## config.mk

```make
export PLATFORM = sky130hd
export DESIGN_NAME = bsg_wormhole_concentrator_arbiter
export DESIGN_NICKNAME = d
export VERILOG_FILES = /design/src/rtl/bsg_wormhole_concentrator_arbiter.sv
export SDC_FILE = /design/constraint.sdc
export NUM_CORES = 1
export LEC_CHECK = 0
export ABC_AREA = 1
export CAP_MARGIN = 10
export CORE_MARGIN = 1.5
export CORE_UTILIZATION = 30
export DETAILED_ROUTE_END_ITERATION = 16
export PLACE_DENSITY = 0.53
export SKIP_LAST_GASP = 1
export SLEW_MARGIN = 30
export SYNTH_ARGS = -nofsm -noshare
export SYNTH_HDL_FRONTEND = slang
export SYNTH_SLANG_ARGS = --single-unit
export TNS_END_PERCENT = 30
```

## constraint.sdc

```tcl
create_clock -name clk_i -period 3.5 [get_ports clk_i]
set_clock_uncertainty 0.05 [all_clocks]
set_input_delay 0.7 -clock clk_i [delete_from_list [all_inputs] [get_ports clk_i]]
set_output_delay 0.7 -clock clk_i [all_outputs]
set_load 0.01 [all_outputs]
```

## src/rtl/bsg_wormhole_concentrator_arbiter.sv

```systemverilog
// Concentrates num_in_p wormhole links onto one link. Round-robin arbitration works per packet,
// and each input is buffered by a 2-entry FIFO. Flits are passed through unmodified.
module bsg_wormhole_concentrator_arbiter #(
    parameter int unsigned flit_width_p = 16,
    parameter int unsigned len_width_p  = 4,
    parameter int unsigned cid_width_p  = 2,
    parameter int unsigned cord_width_p = 4,
    parameter int unsigned num_in_p     = 2
) (
    input  logic                             clk_i,
    input  logic                             reset_i,
    input  logic [num_in_p-1:0]              links_v_i,
    input  logic [num_in_p*flit_width_p-1:0] links_data_i,
    output logic [num_in_p-1:0]              links_ready_and_rev_o,
    output logic                             concentrated_link_v_o,
    output logic [flit_width_p-1:0]          concentrated_link_data_o,
    input  logic                             concentrated_link_ready_and_rev_i
);

    localparam int unsigned SelW = (num_in_p > 1) ? $clog2(num_in_p) : 1;

    if (flit_width_p < cord_width_p + len_width_p + cid_width_p) begin : g_bad_width
        $error("flit_width_p is too narrow for the cord/len/cid header fields");
    end
    if (num_in_p < 1) begin : g_bad_num_in
        $error("num_in_p must be at least 1");
    end

    typedef enum logic {StIdle, StBusy} state_e;

    state_e                  state_q, state_d;
    logic [SelW-1:0]         owner_q, owner_d, last_q, last_d, sel, grant;
    logic [len_width_p-1:0]  cnt_q, cnt_d, hdr_len;
    logic [num_in_p-1:0]     empty, full, enq, deq;
    logic [flit_width_p-1:0] head [num_in_p];
    logic                    found, xfer;
    logic [31:0]             scan_idx;

    for (genvar g = 0; g < num_in_p; g++) begin : g_fifo
        logic [flit_width_p-1:0] din;
        logic [flit_width_p-1:0] head_q, tail_q;
        logic [1:0]              count_q;

        assign din                      = links_data_i[g*flit_width_p +: flit_width_p];
        assign empty[g]                 = (count_q == 2'd0);
        assign full[g]                  = (count_q == 2'd2);
        assign links_ready_and_rev_o[g] = ~reset_i & ~full[g];
        assign enq[g]                   = links_v_i[g] & links_ready_and_rev_o[g];
        assign head[g]                  = head_q;

        always_ff @(posedge clk_i) begin
            if (reset_i) begin
                count_q <= 2'd0;
            end else begin
                case ({enq[g], deq[g]})
                    2'b10: begin
                        if (count_q == 2'd0) head_q <= din;
                        else                 tail_q <= din;
                        count_q <= count_q + 2'd1;
                    end
                    2'b01: begin
                        head_q  <= tail_q;
                        count_q <= count_q - 2'd1;
                    end
                    // Full FIFOs never enqueue, so a simultaneous pair always sees one entry.
                    2'b11: head_q <= din;
                    default: ;
                endcase
            end
        end
    end

    // First non-empty input scanning upward from the one after the last winner.
    always_comb begin
        sel      = '0;
        found    = 1'b0;
        scan_idx = '0;
        for (int unsigned k = 0; k < num_in_p; k++) begin
            scan_idx = (32'(last_q) + k + 32'd1) % num_in_p;
            if (!found && !empty[SelW'(scan_idx)]) begin
                sel   = SelW'(scan_idx);
                found = 1'b1;
            end
        end
    end

    assign grant                    = (state_q == StBusy) ? owner_q : sel;
    assign concentrated_link_v_o    = ~reset_i & ((state_q == StBusy) ? ~empty[owner_q] : found);
    assign concentrated_link_data_o = head[grant];
    assign hdr_len                  = head[grant][cord_width_p +: len_width_p];
    assign xfer = concentrated_link_v_o & concentrated_link_ready_and_rev_i;

    always_comb begin
        deq = '0;
        if (xfer) deq[grant] = 1'b1;
    end

    always_comb begin
        state_d = state_q;
        owner_d = owner_q;
        cnt_d   = cnt_q;
        last_d  = last_q;
        unique case (state_q)
            StIdle: begin
                if (xfer) begin
                    last_d = sel;
                    if (hdr_len != '0) begin
                        state_d = StBusy;
                        owner_d = sel;
                        cnt_d   = hdr_len;
                    end
                end
            end
            StBusy: begin
                if (xfer) begin
                    if (cnt_q != '0) cnt_d = cnt_q - 1'b1;
                    if (cnt_q == len_width_p'(1)) state_d = StIdle;
                end
            end
            default: state_d = StIdle;
        endcase
    end

    always_ff @(posedge clk_i) begin
        if (reset_i) begin
            state_q <= StIdle;
            owner_q <= '0;
            cnt_q   <= '0;
            last_q  <= SelW'(num_in_p - 1);
        end else begin
            state_q <= state_d;
            owner_q <= owner_d;
            cnt_q   <= cnt_d;
            last_q  <= last_d;
        end
    end

endmodule

```

==> impl_metrics.yaml <==
worst_setup_path:
  worstPathCellList: "nor2_1 > inv_1 > nand3_2 > nand2_4 > inv_1 > nand2_1 > nand2_1 > clkdlybuf4s50_1"
  timing.critical_path.max_delay_family: "buffers and inverters"
  worstPathMaxFanout: 18
  cp_data_arrival_time_ns: 2.35
  worst_path_largest_cell_delay_ns: 0.55
  critical_path.startpoint_type: "flip-flop"
  required_ns: 2.75
  setup.worst_path.end_class: "primary output"
  cpMaxStageDelayCell: "sky130_fd_sc_hd__clkdlybuf4s50_1"
  path_class: "reg -> out"
  count_of_buffer_and_inverter_cells_on_the_critical_path: 3
logic_synthesis:
  netlist.area_leader.share_pct: 57.4
  postSynthRegisterBits: 75
  synth_largest_area_cell: "sky130_fd_sc_hd__edfxtp_1"
  synth-edff-count: 64
  synth_xor_area_share_pct: 0.523
  ys.warnings.count: 0
  synth.avg_cell_area_um2: 9.85
  asyncSetResetFlopFracSynth_pct: 0
  synth_cells: 340
  post_synth_and_or_nand_nor_area_fraction_pct: 25.1
  dominantRegCellSynth: "sky130_fd_sc_hd__edfxtp_1"
  seq_area_frac_synth_pct: 64.0
  ys_types: 21
  synth.area.mux_share_pct: 0
  synth_compound_area_share_pct: 4.00
  synth_top_cells_by_area: "sky130_fd_sc_hd__edfxtp_1 (57%), sky130_fd_sc_hd__nand2_1 (17%), sky130_fd_sc_hd__dfxtp_1 (6.6%)"
  synthAdderAreaFrac_pct: 2.99
  syn-num-nets: 385
  netlist_area_um2: 3350
  main_combinational_cell_family_by_area_after_synthesis: "simple AND/OR/NAND/NOR gates"
cells_and_area:
  n_antenna_cell: 0
  nFillCells: 1097
  flow.area_growth_from_synthesis_pct: 28.6
  num-nets-final: 451
  mostFrequentLayoutCell: "sky130_fd_sc_hd__nand2_1"
  stdcell_area_um2: 4310
  final_cell_mix: "sky130_fd_sc_hd__nand2_1 (154), sky130_fd_sc_hd__edfxtp_1 (64), sky130_fd_sc_hd__clkdlybuf4s50_1 (55)"
  multi_input_comb_area_um2: 1090
  ff_latch_area_um2: 2140
  layout-drive-gt1-share_pct: 10.9
timing:
  tightestPinTransition_ns: 0.348
  period_needed_ns: 3.10
  max-slew-margin-rel_pct: 76.7
  timing.final.hold_violations: 0
  rsz0062_at_grt: "false"
  period_utilization_pct: 88.4
  final-max-slew-violation-count: 0
  setup_viol: 0
  fin_tns_setup_ns: 0
  timing_limited_maximum_frequency_ghz: 0.323
pwr:
  powerDensity_nw_per_um2: 495
  internal_power_mw: 1.54
  swShare_pct: 27.9
  leakage_power_of_the_design_nw: 1.73
  vdd_drop_max_uv: 266
  proportion_of_power_drawn_by_combinational_gates_pct: 19.0
  seq_power_share_pct: 48.9
  power_frac_clock_pct: 32.1
  switchingPower_uw: 595
clock_tree:
  cts.repair.resized: 0
  htree_levels: 3
  cts.reportedPaths.clkPinSlew_ns: 0.08
  cts_made_buffers: 9
  clock-sinks: 75
  deepest_clock_path_buffer_count: 2
  clkLatencyLatePin_ns: 0.36
  cts_root_buffer: "sky130_fd_sc_hd__clkbuf_8"
  cts_tree: "done"
  post-cts-setup-buffer-count: 0
  ctsHoldBuffers: 0
route:
  drt_drc: 0
  finalWirelength_mm: 7.08
  drt_first_pass_iters: 4
  postRouteAntennaNets: 0
  drtIter0Drc: 127
  per_cell_routed_wire_length_um: 12.8
  viasPerCell: 4.33
  detailroute.via_count: 2386
place:
  place.detailed.hpwl_mm: 5.18
  placed_cell_area_um2: 4110
  io_buffer_count: 55
  gp_routability_congestion: 0.794
status:
  run_status: "complete, no violations"
floorplanning:
  die-width_um: 109
  boundaryPins: 56
  core_um2: 10800
  die_y_um: 109
  design.die.area_um2: 11800
  placementRows: 38
  initial_core_util_pct: 30.9
grt:
  grt_pass1_vias: 2418
  wire_length_of_the_first_global_routing_pass_mm: 11.6
  grt_max_degree: 19
  grt_usage_pct: 13.3
  grt_antenna_before_repair: 0
  global_route.overflow_total: 0
flow_run:
  max_cap_violations: 0
worst_hold_path:
  hp-class: "reg -> reg"
[stage by stage]
stage	setup slack (ns)	std cells	power [mW]	hold WS (ns)	utilization, %
after floorplan	0.645	340	1.28	0.394	-
after global placement	0.569	535	1.47	0.414	37.9
after detailed placement	0.550	535	1.47	0.430	37.9
after CTS	0.371	551	2.16	0.446	39.7
after global routing	0.154	551	2.24	0.472	39.7
final	0.404	551	2.13	0.445	39.7
[layer usage]
metal / wire (um) / vias to the layer above / global-route usage, %
li1: - / 1241 / -
met1: 3290 / 1066 / 16.6
met2: 3240 / 63 / 20.7
met3: 372 / 16 / 3.95
met4: 183 / 0 / 7.42
met5: 0 / - / 0
[worst min-delay path: stages, from the launching register on]
cell	delay [ns]
sky130_fd_sc_hd__dfxtp_1	0.34
sky130_fd_sc_hd__nand2_1	0.07
sky130_fd_sc_hd__a21oi_1	0.05
[flip-flops by register name, summed over array words and instances (netlist names)]
name / count
cnt_q: 4
g_fifo.count_q: 4
g_fifo.head_q: 32
g_fifo.tail_q: 32
last_q: 1
owner_q: 1
state_q: 1
[power by group through the flow]
stage	combinational, mW	sequential, mW	clock (mW)
2_1_floorplan	0.226	1.06	0
3_3_place_gp	0.407	1.06	0
6_report	0.405	1.04	0.684
3_5_place_dp	0.407	1.07	0
5_1_grt	0.458	1.05	0.736
4_1_cts	0.411	1.04	0.707
[worst paths after layout]
check / from / endpoint / slack, ns / cells after the start
min reg2reg: owner_q / owner_q / 0.44 / 2
max reg2reg: g_fifo[0].count_q[0] / g_fifo[1].head_q[5] / 0.97 / 11
min: owner_q / owner_q / 0.44 / 2
max: g_fifo[1].count_q[1] / concentrated_link_data_o[15] / 0.40 / 8
[layout make-up]
class / count / share of cell area [%]
well taps: 140 / 4.07
repair buffers: 64 / 14.4
clock buffers: 10 / 2.96
multi-input cells: 235 / 25.4
clock inverters: 6 / 1.66
flip-flops and latches: 75 / 49.7
inverters: 21 / 1.83
[cell usage after synthesis (2+ instances only)]
| library cell | count |
|---|---|
| sky130_fd_sc_hd__inv_2 | 2 |
| sky130_fd_sc_hd__dfxtp_1 | 11 |
| sky130_fd_sc_hd__nand2_2 | 8 |
| sky130_fd_sc_hd__nand2_1 | 154 |
| sky130_fd_sc_hd__a21oi_1 | 12 |
| sky130_fd_sc_hd__nor2_4 | 2 |
| sky130_fd_sc_hd__xnor2_1 | 2 |
| sky130_fd_sc_hd__ha_1 | 8 |
| sky130_fd_sc_hd__nor2_1 | 15 |
| sky130_fd_sc_hd__o22ai_1 | 2 |
| sky130_fd_sc_hd__nand3_1 | 10 |
| sky130_fd_sc_hd__inv_1 | 17 |
| sky130_fd_sc_hd__clkbuf_1 | 9 |
| sky130_fd_sc_hd__edfxtp_1 | 64 |
| sky130_fd_sc_hd__nand2_4 | 4 |
| sky130_fd_sc_hd__nor2_2 | 4 |
| sky130_fd_sc_hd__clkinv_1 | 2 |
| sky130_fd_sc_hd__o21ai_0 | 11 |
[cells by family (layout without fill, tap and decap cells)]
kind of cell | Yosys count | after routing
AOI/OAI and AO/OA | 26 | 26
xor gates and xnor gates | 2 | 2
adders and majority gates | 8 | 8
buffers and inverters | 30 | 101
DFF | 75 | 75
and+or+nand+nor | 199 | 199
Power figures use the tool's default switching activity.
